===== src/rtl/uart_tx_core_if.sv =====
// Parallel handshake and serial-line bundle between the system controller and uart_tx_core.
// The controller drives the byte and framing options; the transmitter returns the line and BUSY.
interface uart_tx_core_if #(
    parameter int WIDTH = 8
);
    logic [WIDTH-1:0] P_DATA;
    logic             DATA_VALID;
    logic             PAR_EN;
    logic             PAR_TYP;
    logic             TX_OUT;
    logic             BUSY;

    modport master (
        output P_DATA,
        output DATA_VALID,
        output PAR_EN,
        output PAR_TYP,
        input  TX_OUT,
        input  BUSY
    );

    modport slave (
        input  P_DATA,
        input  DATA_VALID,
        input  PAR_EN,
        input  PAR_TYP,
        output TX_OUT,
        output BUSY
    );
endinterface


===== src/rtl/uart_tx_core.sv =====
// UART transmitter: one bit per CLK, frames a latched word as start, data LSB first, optional parity, stop.
// TX_OUT and BUSY are flops loaded from the next-state decode, so they line up with the FSM state.
module uart_tx_core #(
    parameter int WIDTH = 8
) (
    input  logic          CLK,
    input  logic          RST,
    uart_tx_core_if.slave bus
);
    localparam int CNT_W = (WIDTH > 1) ? $clog2(WIDTH) : 1;
    localparam logic [CNT_W-1:0] CNT_LAST = CNT_W'(WIDTH - 1);
    localparam logic [CNT_W-1:0] CNT_ONE  = CNT_W'(1);
    localparam logic [CNT_W-1:0] CNT_ZERO = CNT_W'(0);

    typedef enum logic [2:0] {
        IDLE   = 3'd0,
        START  = 3'd1,
        DATA   = 3'd2,
        PARITY = 3'd3,
        STOP   = 3'd4
    } state_t;

    state_t           state_r;
    state_t           state_s;
    logic [CNT_W-1:0] cnt_r;
    logic [CNT_W-1:0] cnt_s;
    logic [WIDTH-1:0] data_r;
    logic [WIDTH-1:0] data_s;
    logic             par_en_r;
    logic             par_en_s;
    logic             par_typ_r;
    logic             par_typ_s;
    logic             tx_r;
    logic             tx_s;
    logic             busy_r;
    logic             busy_s;

    // Even parity is the XOR of the word; odd parity inverts it.
    function automatic logic parity_bit(input logic [WIDTH-1:0] d, input logic odd);
        return (^d) ^ odd;
    endfunction

    assign bus.TX_OUT = tx_r;
    assign bus.BUSY   = busy_r;

    // Next-state, counter and operand-latch logic.
    always_comb begin
        state_s   = state_r;
        cnt_s     = cnt_r;
        data_s    = data_r;
        par_en_s  = par_en_r;
        par_typ_s = par_typ_r;
        case (state_r)
            IDLE: begin
                if (bus.DATA_VALID) begin
                    data_s    = bus.P_DATA;
                    par_en_s  = bus.PAR_EN;
                    par_typ_s = bus.PAR_TYP;
                    state_s   = START;
                end else begin
                    state_s   = IDLE;
                end
            end
            START: begin
                cnt_s   = CNT_ZERO;
                state_s = DATA;
            end
            DATA: begin
                if (cnt_r == CNT_LAST) begin
                    cnt_s   = CNT_ZERO;
                    state_s = par_en_r ? PARITY : STOP;
                end else begin
                    cnt_s   = cnt_r + CNT_ONE;
                    state_s = DATA;
                end
            end
            PARITY:  state_s = STOP;
            STOP:    state_s = IDLE;
            default: state_s = IDLE;
        endcase
    end

    // Output decode of the state being entered, so the registered line matches the state.
    always_comb begin
        tx_s   = 1'b1;
        busy_s = 1'b0;
        case (state_s)
            IDLE: begin
                tx_s   = 1'b1;
                busy_s = 1'b0;
            end
            START: begin
                tx_s   = 1'b0;
                busy_s = 1'b1;
            end
            DATA: begin
                tx_s   = data_s[cnt_s];
                busy_s = 1'b1;
            end
            PARITY: begin
                tx_s   = parity_bit(data_s, par_typ_s);
                busy_s = 1'b1;
            end
            STOP: begin
                tx_s   = 1'b1;
                busy_s = 1'b1;
            end
            default: begin
                tx_s   = 1'b1;
                busy_s = 1'b0;
            end
        endcase
    end

    // State, latches and registered outputs; reset abandons any frame in progress.
    always_ff @(posedge CLK) begin
        if (!RST) begin
            state_r   <= IDLE;
            cnt_r     <= CNT_ZERO;
            data_r    <= {WIDTH{1'b0}};
            par_en_r  <= 1'b0;
            par_typ_r <= 1'b0;
            tx_r      <= 1'b1;
            busy_r    <= 1'b0;
        end else begin
            state_r   <= state_s;
            cnt_r     <= cnt_s;
            data_r    <= data_s;
            par_en_r  <= par_en_s;
            par_typ_r <= par_typ_s;
            tx_r      <= tx_s;
            busy_r    <= busy_s;
        end
    end
endmodule


===== src/flat_wrapper.sv =====
// flat-port wrapper written by rule: the top's interface ports become plain ports
module uart_tx_core_flat 
#(
    parameter int WIDTH = 8
)
  (CLK, RST, bus_P_DATA, bus_DATA_VALID, bus_PAR_EN, bus_PAR_TYP, bus_TX_OUT, bus_BUSY);
  uart_tx_core_if #(.WIDTH(WIDTH)) bus_i ();
  input  logic CLK;
  input  logic RST;
  input wire logic [$bits(bus_i.P_DATA)-1:0] bus_P_DATA;
  input wire logic [$bits(bus_i.DATA_VALID)-1:0] bus_DATA_VALID;
  input wire logic [$bits(bus_i.PAR_EN)-1:0] bus_PAR_EN;
  input wire logic [$bits(bus_i.PAR_TYP)-1:0] bus_PAR_TYP;
  output wire logic [$bits(bus_i.TX_OUT)-1:0] bus_TX_OUT;
  output wire logic [$bits(bus_i.BUSY)-1:0] bus_BUSY;
  assign bus_i.P_DATA = bus_P_DATA;
  assign bus_i.DATA_VALID = bus_DATA_VALID;
  assign bus_i.PAR_EN = bus_PAR_EN;
  assign bus_i.PAR_TYP = bus_PAR_TYP;
  assign bus_TX_OUT = bus_i.TX_OUT;
  assign bus_BUSY = bus_i.BUSY;
  uart_tx_core #(.WIDTH(WIDTH)) u_core (.CLK(CLK), .RST(RST), .bus(bus_i));
endmodule

===== config.mk =====
export PLATFORM = sky130hd
export DESIGN_NAME = uart_tx_core_flat
export DESIGN_NICKNAME = d
export VERILOG_FILES = /design/src/rtl/uart_tx_core_if.sv /design/src/rtl/uart_tx_core.sv /design/src/flat_wrapper.sv
export SDC_FILE = /design/constraint.sdc
export NUM_CORES = 1
export LEC_CHECK = 0
export ABC_AREA = 1
export BUFFER_PORTS_ARGS = -buffer_cell sky130_fd_sc_hd__buf_2
export CAP_MARGIN = 20
export CORE_UTILIZATION = 45
export CTS_CLUSTER_DIAMETER = 30
export CTS_CLUSTER_SIZE = 14
export DETAILED_ROUTE_END_ITERATION = 7
export MAX_ROUTING_LAYER = met4
export PLACE_DENSITY_LB_ADDON = 0.2
export SYNTH_ARGS = -nofsm -noshare
export SYNTH_HDL_FRONTEND = slang
export SYNTH_SLANG_ARGS = --single-unit

===== constraint.sdc =====
create_clock -name CLK -period 2.2 [get_ports CLK]
set_clock_uncertainty 0.15 [all_clocks]
set_input_delay 0.44 -clock CLK [delete_from_list [all_inputs] [get_ports CLK]]
set_output_delay 0.44 -clock CLK [all_outputs]
set_load 0.05 [all_outputs]

[After elaboration in Yosys (flattened, before gate mapping)]
Index checks and enable logic that the tools add are counted.
Storage, ports and cells
  output and inout bits: 2
  input port bits: 13
  register bits after elaboration: 18
  logic and storage cells: 36
Cells by class
  bitwise operators: 1
  add/subtract/negate cells: 1
  order comparisons: 1
  multiplexer cells: 14
  reductions and logical operators: 4
  eq/ne operators: 8
Operators with widths (count)
  2-to-1 mux 8 bit: 2
  == test 3 x 2 -> 1 bit, second input constant: 4
  one-hot mux 3 bit (4 select lines): 1
  2-to-1 mux 3 bit: 3
  parity 8 bit: 1
  == test 3 x 1 -> 1 bit, second input constant: 2
  == test 3 bit, second input constant: 2
  one-hot mux 3 bit (2 select lines): 1
  2-to-1 mux 1 bit: 5
  less-than comparator 3 x 4 -> 1 bit, second input constant: 1
  OR reduction 4 bit: 1
  adder 3 x 1 -> 3 bit, second input constant: 1
  binary-select mux 1 bit (select 3 bit): 1
  zero test 3 bit: 1
  one-hot mux 1 bit (3 select lines): 1
  AND reduction 2 bit: 1
  XOR 1 bit: 1

[Logic depth before layout (Yosys ltp)]
Gate-level depths: netlist of the first run.
  depth in word-level cells: 6
  depth in mapped cells: 14
  depth with buffers taken out: 14

[Worst setup path before layout of the first run]
Ideal clock, no wire load.
  path kind: reg-to-reg
  start: register u_core.cnt_r[0]
  end: register u_core.tx_r (netlist: u_core.bus.TX_OUT)
  setup slack: 0.322 ns
  stages on the path, launching flop included: 14
  required time: 1.938 ns
  arrival time: 1.616 ns
  period minus slack after synthesis: 1.878 ns
  path buffers: 0
  setup time: 0.112 ns
  cells stage by stage: dfxtp_1 ha_1 ha_1 or2_2 nand2_1 nand2_2 nand2_1 nand3_1 nand2_1 nand2_1 nand3_1 nand2_1 inv_1 nand2_1
On the way
  longest elaborated chain between the ends: 6
  elaborated cells on any way between the ends: 12
  classes of those cells: add/sub: 1; eq/ne: 4; mux: 7
Ends and longest elaborated chain
  start, declared: line uart_tx_core.sv:25  | logic [CNT_W-1:0] cnt_r;
  start signal, assigned: line uart_tx_core.sv:127  | cnt_r <= cnt_s;
  adder 3 x 1 -> 3 bit / == test 3 bit (equally long branches): line uart_tx_core.sv:73, uart_tx_core.sv:69
  2-to-1 mux 3 bit: line uart_tx_core.sv:69  | if (cnt_r == CNT_LAST) begin
  one-hot mux 3 bit (2 select lines): line uart_tx_core.sv:53  | case (state_r)
  binary-select mux 1 bit (select 3 bit): line uart_tx_core.sv:97  | tx_s = data_s[cnt_s];
  2-to-1 mux 1 bit (implied by the code): line uart_tx_core.sv:97
  one-hot mux 1 bit (3 select lines) *: line uart_tx_core.sv:87  | case (state_s)
  end signal, assigned: line uart_tx_core.sv:131  | tx_r <= tx_s;
  end, declared: line uart_tx_core.sv:33  | logic tx_r;
Every way passes the cells marked *; elsewhere a longest branch is shown, timed or not. The select of a mux whose other input is x is not followed.
A chain may end at the register's enable or synchronous reset.

[Worst setup path after layout of the first run]
Same ends and word-level chain as after synthesis.

==> results of run 1 <==
-- cell families after synthesis --
family,after synthesis
compound gates,21
fa+ha+maj,3
buf+inv,35
flops,18
simple gates,143
-- final cells by class --
class | count | area, µm² | area share [%]
inverter | 31 | 116.4 | 8.416
multi-input combinational | 167 | 768.2 | 55.57
clock buffer | 3 | 22.52 | 1.629
sequential | 18 | 360.3 | 26.06
timing repair buffer | 15 | 77.57 | 5.611
tap | 30 | 37.54 | 2.715
-- sequential cells by signal (all words and copies together), names as in the netlist --
name / cells
u_core.data_r: 8
u_core.cnt_r: 3
u_core.state_r: 3
u_core.bus.BUSY: 1
u_core.bus.TX_OUT: 1
u_core.par_en_r: 1
u_core.par_typ_r: 1
-- worst max path at each step --
stage                            from  depth (start not counted)                end  slack [ps]
finish                u_core.cnt_r[0]                         13  u_core.bus.TX_OUT         200
CTS                   u_core.cnt_r[0]                         13  u_core.bus.TX_OUT         150
global placement      u_core.cnt_r[0]                         13  u_core.bus.TX_OUT         140
floorplan             u_core.cnt_r[0]                         13  u_core.bus.TX_OUT         320
global route        u_core.state_r[1]                         13  u_core.bus.TX_OUT           5
detailed placement    u_core.cnt_r[0]                         13  u_core.bus.TX_OUT         160
-- routing by layer --
metal  routed length (µm)  track usage (%)  up-vias
met3                   78            4.918        2
met2                 1131            31.15       17
li1                     -                -      705
met5                    0                -        -
met1                 1306            24.56      556
met4                   14            4.286        0
-- tightest hold or removal path, delay by kind of cell --
kind	cells	cell delay, ps
buf+inv	1	100
compound gates	2	110
-- power groups by stage --
stage | Sequential (µW) | Combinational (µW) | Clock (µW)
after floorplan | 398 | 283 | 0
after global placement | 382 | 359 | 0
after detailed placement | 383 | 359 | 0
after CTS | 375 | 361 | 170
after global routing | 379 | 419 | 188
final | 375 | 358 | 161
-- synth_stat cells (all sizes together) --
master,instances,area share [%]
nand4,1,0.49
o21ai,18,8.5
nor3,1,0.39
nor2,27,9.1
ha,3,2.9
buf,3,2.4
dfxtp,18,28
a21oi,3,1.2
clkbuf,1,0.29
or2,1,0.49
inv,31,9.1
nand3,17,7.1
nand2,96,30
-- metrics by stage --
step	hold WS (ps)	total power, µW	instance area [µm²]
after CTS	249.8	905.9	1380
after detailed placement	335.7	741.8	1358
after global routing	244.9	986.6	1383
after global placement	330.9	741.0	1358
after floorplan	307.8	680.9	1276
final	254.1	894.8	1383
==> flow_metrics.tcl, run 1 <==
set metrics [dict create \
    switching_share_pct 39.64 \
    hold_viol 0 \
    p_clk_share_pct 18.0 \
    dp.cells 261 \
    worstMarginPinSlew_ps 414.4 \
    drv_slew 0 \
    antenna_found_initial 0 \
    fin_util_pct 53.85 \
    rsz0062_at_grt "false" \
    cp.buffers_inverters 1 \
    sequentialPowerShare_pct 41.9 \
    p_leak_uw 0.0007583 \
    final_cell_mix "nand2_1, inv_1, nor2_1, dfxtp_1, nand3_1" \
    synth_compound_area_share_pct 9.706 \
    hold_depth 3 \
    core-area_um2 2567 \
    drive_above_1_share_pct 17.09 \
    hpwl_mm 1.990 \
    worstHoldPathType "in2reg" \
    grt_pass1_wl_mm 4.671 \
    holdPathEnd "u_core.par_en_r" \
    max-clock-path-buffers 2 \
    die_y_um 55.26 \
    path_max_fanout 5 \
    instances_no_fill 264 \
    ys_types 20 \
    grt_max_degree 21 \
    cts_resized 0 \
    initial_utilization_pct 49.71 \
    power.internal_uw 540.1 \
    cp_common_cell "nand2_1" \
    required_ps 2250 \
    vias 1280 \
    row_count 18 \
    die_w_um 55.26 \
    cts_buffers 3 \
    setup_tns_ps 0 \
    synth_area_um2 1276 \
    ir_drop_uv 466.5 \
    wl_per_cell_um 9.591 \
    critical_path_class "reg2reg" \
    drv_cap 0 \
    io_pins 15 \
    crit_path_cell_trace "ha_1 > ha_1 > or2_2 > nand2_2 > nand2_2 > nand2_1 > nand3_1 > nand2_1 > nand2_1 > nand3_1 > nand2_1 > inv_1 > nand2_1" \
    insertion_delay_ps 290 \
    critPathMaxStageDelay_ps 330 \
    syn-instance-count 220 \
    root_buffer "clkbuf_4" \
    min_period_ps 1996 \
    grt_usage_pct 19.38 \
    routabilityCongestion 0.7867 \
    relSlewSlack_pct 72.28 \
    yosysSeqAreaShare_pct 28.24 \
    reg2reg_to "u_core.bus.TX_OUT" \
    clk_pin_slew_ps 100 \
    n_antenna_cell 0 \
    drt-pass1-iter-count 4 \
    drc 0 \
    status "finished, final reports clean" \
    htreeDepth 1 \
    final_nets 252 \
    synthMuxAreaShare_pct 0 \
    numPortBuffers 14 \
    p_comb_share_pct 40.1 \
    fmax_mhz 501.0 \
    avgSynthCellArea_um2 5.801 \
    grt_pass1_vias 1125 \
    worst_path_max_delay_cell "dfxtp_1" \
    routed_wirelength_mm 2.532 \
    fill_cells 271 \
    vias_per_cell 4.848 \
    r2r_cells 13 \
    grt_overflow_total 0 \
    preCtsSetupSlack_ps 155.1 \
    path_delay_family "simple AND/OR/NAND/NOR gates" \
    clock-sinks 18 \
    finalCritPeriodShare_pct 90.73 \
    synth-simple-area-share_pct 47.35 \
    fin_ws_ps 203.9 \
    die_area_um2 3053 \
    synth_nets 236 \
    switching_power_uw 354.7 \
    setup_viol 0 \
    final_common_cell "nand2_1" \
    cts_tree "built" \
    power.density_nw_per_um2 647.2 \
    synthAdderAreaFrac_pct 2.941 \
    timing.rr.start "u_core.cnt_r[0]" \
    cp.arrival_ps 2050 \
    drtAntennaViolNets 0 \
    min_from "RST" \
    cts_hold_buf 0 \
    crit_path_end_kind "register" \
    yosysWarnings 0 \
    r2r_slack_ps 200 \
    drtIter0Drc 27 \
    ys_ff_latch 18 \
    syn_to_final_growth_pct 8.334 \
    post-cts-setup-buffer-count 0 \
    synth_top_family_by_area "simple AND/OR/NAND/NOR gates" \
    synthXorXnorAreaFrac_pct 0 \
    start_kind "register" \
]
(Power assumes the default switching activity.)
==> inputs of run 2 (changes only) <==
- ABC_AREA: 1 -> default
==> flow_metrics.tcl, run 2 <==
set metrics [dict create \
    hold_viol 0 \
    p_clk_share_pct 21.3 \
    synth_nets 141 \
    syn_to_final_growth_pct 16.52 \
    final_area_um2 1333 \
    finalCritPeriodShare_pct 99.36 \
    place_area_um2 1285 \
    htreeDepth 1 \
    fill_cells 221 \
    synth_top_cell_area_share_pct 31.51 \
    synthAdderAreaFrac_pct 3.282 \
    final_nets 164 \
    clk_pin_slew_ps 100 \
    largest_register "u_core.data_r" \
    p_comb_share_pct 30.8 \
    drc 0 \
    grt_max_degree 17 \
    seqCellArea_um2 362.8 \
    yosysSeqAreaShare_pct 31.51 \
    drtIter0Drc 13 \
    power.density_nw_per_um2 577.6 \
    ys_types 37 \
    synthTopCellsByArea "dfxtp_1, mux4_1, nand2_1, xnor2_1, a21oi_1" \
    yosysWarnings 0 \
    row_count 17 \
    async_reset_ff_share_pct 0 \
    cts_tree "built" \
    hpwl_mm 1.934 \
    synth-simple-area-share_pct 21.01 \
    switching_share_pct 30.36 \
    multi_input_area_um2 759.5 \
    grt_overflow_total 0 \
    drive_above_1_share_pct 26.03 \
    root_buffer "clkbuf_4" \
    max-clock-path-buffers 2 \
    final_cell_mix "nand2_1, dfxtp_1, buf_2, a21oi_1, buf_4" \
    start_kind "register" \
    grt_pass1_vias 960 \
    r2r_slack_ps 10 \
    worstHoldPathType "in2reg" \
    yosysMostFrequentCell "nand2_1" \
    syn-instance-count 125 \
    cts_buffers 3 \
    ys_ff_latch 18 \
    power.internal_uw 536.0 \
    core-area_um2 2297 \
    vias_per_cell 5.540 \
    relSlewSlack_pct 66.97 \
    fin_util_pct 58.01 \
    drt-pass1-iter-count 4 \
    synth_ff_type "dfxtp_1" \
    setup_tns_ps 0 \
    avgSynthCellArea_um2 9.149 \
    vias 964 \
    routabilityCongestion 0.8909 \
    fmax_mhz 457.5 \
    fin_ws_ps 14.08 \
    wl_per_cell_um 14.64 \
    path_max_fanout 3 \
    ys_top_cells_by_count "nand2_1, dfxtp_1, a21oi_1" \
    status "finished, final reports clean" \
    synthMuxAreaShare_pct 10.07 \
    die_y_um 52.41 \
    synthXorXnorAreaFrac_pct 13.13 \
    synth-edff-count 0 \
    drv_slew 0 \
    required_ps 2300 \
    antenna_found_initial 0 \
    largest_reg_flops 8 \
    rsz0062_at_grt "true" \
    ir_drop_uv 411.0 \
    final_common_cell "nand2_1" \
    preCtsSetupSlack_ps -25.82 \
    switching_power_uw 233.7 \
    reg_top3 "u_core.data_r (8), u_core.cnt_r (3), u_core.state_r (3)" \
    cts_hold_buf 0 \
    synth_top_family_by_area "simple AND/OR/NAND/NOR gates" \
    sequentialPowerShare_pct 47.8 \
    hold_slack_ps 184.4 \
    grt_pass1_wl_mm 4.215 \
    min_period_ps 2186 \
    worstMarginPinSlew_ps 495.0 \
    die_area_um2 2747 \
    io_pins 15 \
    numPortBuffers 14 \
    cp.arrival_ps 2280 \
    crit_path_end_kind "register" \
    insertion_delay_ps 300 \
    grt_usage_pct 21.66 \
    setup_viol 0 \
    initial_utilization_pct 49.78 \
    drtAntennaViolNets 0 \
    n_antenna_cell 0 \
    routed_wirelength_mm 2.548 \
    synth_area_leader_cell "dfxtp_1" \
    drv_cap 0 \
    clock-sinks 18 \
    critical_path_class "reg2reg" \
    die_w_um 52.41 \
    synth_area_um2 1144 \
    p_leak_uw 0.0005956 \
    synth_compound_area_share_pct 17.61 \
]
## run 2: area by class of cell
| cell class | count | area share [%] |
|---|---|---|
| Multi-Input combinational cell | 99 | 57.00 |
| Inverter | 2 | 0.5634 |
| Clock buffer | 3 | 1.690 |
| Sequential cell | 18 | 27.23 |
| Timing Repair Buffer | 24 | 10.89 |
| Tap cell | 28 | 2.629 |
## run 2: worst paths after layout
path,start,end,cells past startpoint
hold reg to reg,u_core.par_typ_r,u_core.par_typ_r,2
setup reg to reg,u_core.cnt_r[0],u_core.bus.TX_OUT,8
setup / recovery,u_core.cnt_r[0],u_core.bus.TX_OUT,8
hold / removal,RST,u_core.bus.TX_OUT,2
## run 2: power by group through the flow
stage               registers (µW)  logic [µW]  clock network, µW
finish                         368         237                164
global route                   371         261                181
CTS                            368         237                167
detailed placement             375         233                  0
global placement               374         227                  0
floorplan                      382         163                  0
## run 2: through the flow
step,power [µW],cells
CTS,771.9,174
finish,769.7,174
global placement,601.5,170
detailed placement,608.6,170
global route,813.4,174
floorplan,545.8,125
## run 2: kinds of logic after synthesis
family,Yosys count
AOI/OAI and AO/OA,30
xor gates and xnor gates,14
adders and majority gates,3
buffers and inverters,8
DFF,18
muxes,5
and+or+nand+nor,47
## run 2: repair_timing
item | CTS | global route
endpoints found under the setup margin | 1 | 1
pin swaps | 1 | 1
gates resized for setup | 3 | 3
buffers inserted | 1 | 0
## run 2: worst max-delay path, cell delays in order (launching register included)
cell and delay, ps:
dfxtp_2 340, ha_1 220, ha_1 220, nor4b_2 350, o21bai_1 180, a211oi_1 320, a221oi_2 110, a21o_1 170
nand3_1 70
## run 2: routing by layer
layer / GRT usage [%] / vias up / wire, µm
li1: - / 484 / -
met1: 23.93 / 460 / 1045
met2: 37.76 / 18 / 1389
met3: 6.377 / 2 / 97
met4: 5.702 / 0 / 14
met5: - / - / 0
==> inputs of run 3 (changes only) <==
- CORE_MARGIN: default -> 10
- PLACE_DENSITY: default -> 0.65
- PLACE_DENSITY_LB_ADDON: 0.2 -> default
==> flow_metrics.tcl, run 3 (synthesized netlist as in run 2, its figures left out) <==
set metrics [dict create \
    critPathMaxStageDelay_ps 390 \
    clk_pin_slew_ps 110 \
    routed_wirelength_mm 2.573 \
    crit_path_cell_trace "ha_4 > and4bb_2 > a211oi_4 > mux4_2 > a221oi_2 > a21o_1 > nand3_1" \
    critical_path.startpoint "u_core.cnt_r[1]" \
    reg2reg_to "u_core.bus.TX_OUT" \
    p_leak_uw 0.0005908 \
    hpwl_mm 2.037 \
    grt_max_degree 17 \
    core-area_um2 2455 \
    die_w_um 70.41 \
    p_comb_share_pct 28.7 \
    cts_hold_buf 0 \
    seqCellArea_um2 367.9 \
    cts_tree "built" \
    wl_per_cell_um 14.70 \
    start_kind "register" \
    switching_power_uw 237.1 \
    ir_drop_uv 411.6 \
    die_area_um2 4958 \
    grt_pass1_vias 1067 \
    antenna_found_initial 0 \
    fmax_mhz 463.6 \
    numPortBuffers 14 \
    root_buffer "clkbuf_4" \
    reg_top3 "u_core.data_r (8), u_core.cnt_r (3), u_core.state_r (3)" \
    worstMarginPinSlew_ps 500.5 \
    cp.arrival_ps 2200 \
    syn_to_final_growth_pct 17.94 \
    routabilityCongestion 0.8357 \
    final_common_cell "nand2_1" \
    drt-pass1-iter-count 4 \
    setup_viol 0 \
    clock-sinks 18 \
    r2r_cells 7 \
    sequentialPowerShare_pct 45.8 \
    initial_utilization_pct 46.59 \
    critical_path_class "reg2reg" \
    drc 0 \
    setup_tns_ps 0 \
    vias_per_cell 5.566 \
    drv_cap 0 \
    htreeDepth 1 \
    timing.rr.start "u_core.cnt_r[1]" \
    row_count 18 \
    largest_reg_flops 8 \
    power.internal_uw 568.7 \
    grt_overflow_total 0 \
    status "finished, final reports clean" \
    drtAntennaViolNets 0 \
    final_cell_mix "nand2_1, buf_2, dfxtp_1, a21oi_1" \
    endpoint "u_core.bus.TX_OUT" \
    cts_buffers 3 \
    r2r_slack_ps 40 \
    die_y_um 70.41 \
    place_area_um2 1265 \
    switching_share_pct 29.42 \
    rsz0062_at_grt "false" \
    final_area_um2 1349 \
    grt_usage_pct 10.82 \
    multi_input_area_um2 769.5 \
    worstHoldPathType "in2reg" \
    n_antenna_cell 0 \
    vias 974 \
    final_nets 162 \
    hold_slack_ps 204.0 \
    drive_above_1_share_pct 27.59 \
    hold_viol 0 \
    relSlewSlack_pct 66.60 \
    insertion_delay_ps 290 \
    largest_register "u_core.data_r" \
    p_clk_share_pct 25.5 \
    crit_path_end_kind "register" \
    grt_pass1_wl_mm 4.464 \
    drtIter0Drc 65 \
    max-clock-path-buffers 2 \
    min_period_ps 2157 \
    io_pins 15 \
    power.density_nw_per_um2 597.4 \
    drv_slew 0 \
    required_ps 2240 \
    worst_path_max_delay_cell "dfxtp_4" \
    finalCritPeriodShare_pct 98.05 \
    path_max_fanout 4 \
    fill_cells 242 \
]
## run 3: metrics by stage
stage | setup slack, ps | std cells | power, µW | util, %
floorplan | 81.58 | 125 | 545.8 | -
global placement | -52.93 | 169 | 597.5 | 51.53
detailed placement | -73.22 | 169 | 603.9 | 51.53
CTS | -7.718 | 175 | 812.0 | 54.49
global route | 2.264 | 175 | 853.0 | 54.94
finish | 42.99 | 175 | 805.8 | 54.94
## run 3: final cells by class
class | instances | area share [%]
well taps | 30 | 2.783
multi-input cells | 99 | 57.05
inverters | 2 | 0.5566
clock buffers | 4 | 2.690
repair buffers | 22 | 9.648
flip-flops and latches | 18 | 27.27
## run 3: power by group through the flow
stage               registers (µW)  logic (µW)  clock network, µW
global placement               375         223                  0
floorplan                      382         163                  0
finish                         369         232                205
global route                   372         254                227
detailed placement             376         228                  0
CTS                            368         232                212
## run 3: worst min-delay path by stage
stage	startpoint	endpoint	slack [ps]	cells after the start
6_report	RST	u_core.bus.TX_OUT	200	2
5_1_grt	RST	u_core.bus.TX_OUT	190	2
4_1_cts	RST	u_core.bus.TX_OUT	200	2
3_5_place_dp	u_core.par_typ_r	u_core.par_typ_r	310	2
3_3_place_gp	u_core.par_typ_r	u_core.par_typ_r	320	2
2_1_floorplan	u_core.par_typ_r	u_core.par_typ_r	300	2
## run 3: what timing repair did
| action | in CTS | in global routing |
|---|---|---|
| setup buffers | 2 | 0 |
| gates resized for setup | 6 | 4 |
| pin swaps | 4 | 1 |
| endpoints found under the setup margin | 1 | 1 |
## run 3: routing by layer
layer / part of all wire [%] / vias to the layer above / GRT usage, % / wire (µm)
met1: 42 / 475 / 11.00 / 1083
li1: - / 479 / - / -
met3: 2.8 / 4 / 2.260 / 71
met5: 0 / - / - / 0
met4: 0.86 / 0 / 4.167 / 22
met2: 54 / 16 / 19.66 / 1395
## run 3: critical path, delay by kind of cell (launching register included)
family | cells | cell delay [ps]
adder cells (fa/ha/maj) | 1 | 190
AND/OR/NAND/NOR | 2 | 290
AO/OA/AOI/OAI | 3 | 670
multiplexers | 1 | 360
flip-flops | 1 | 390
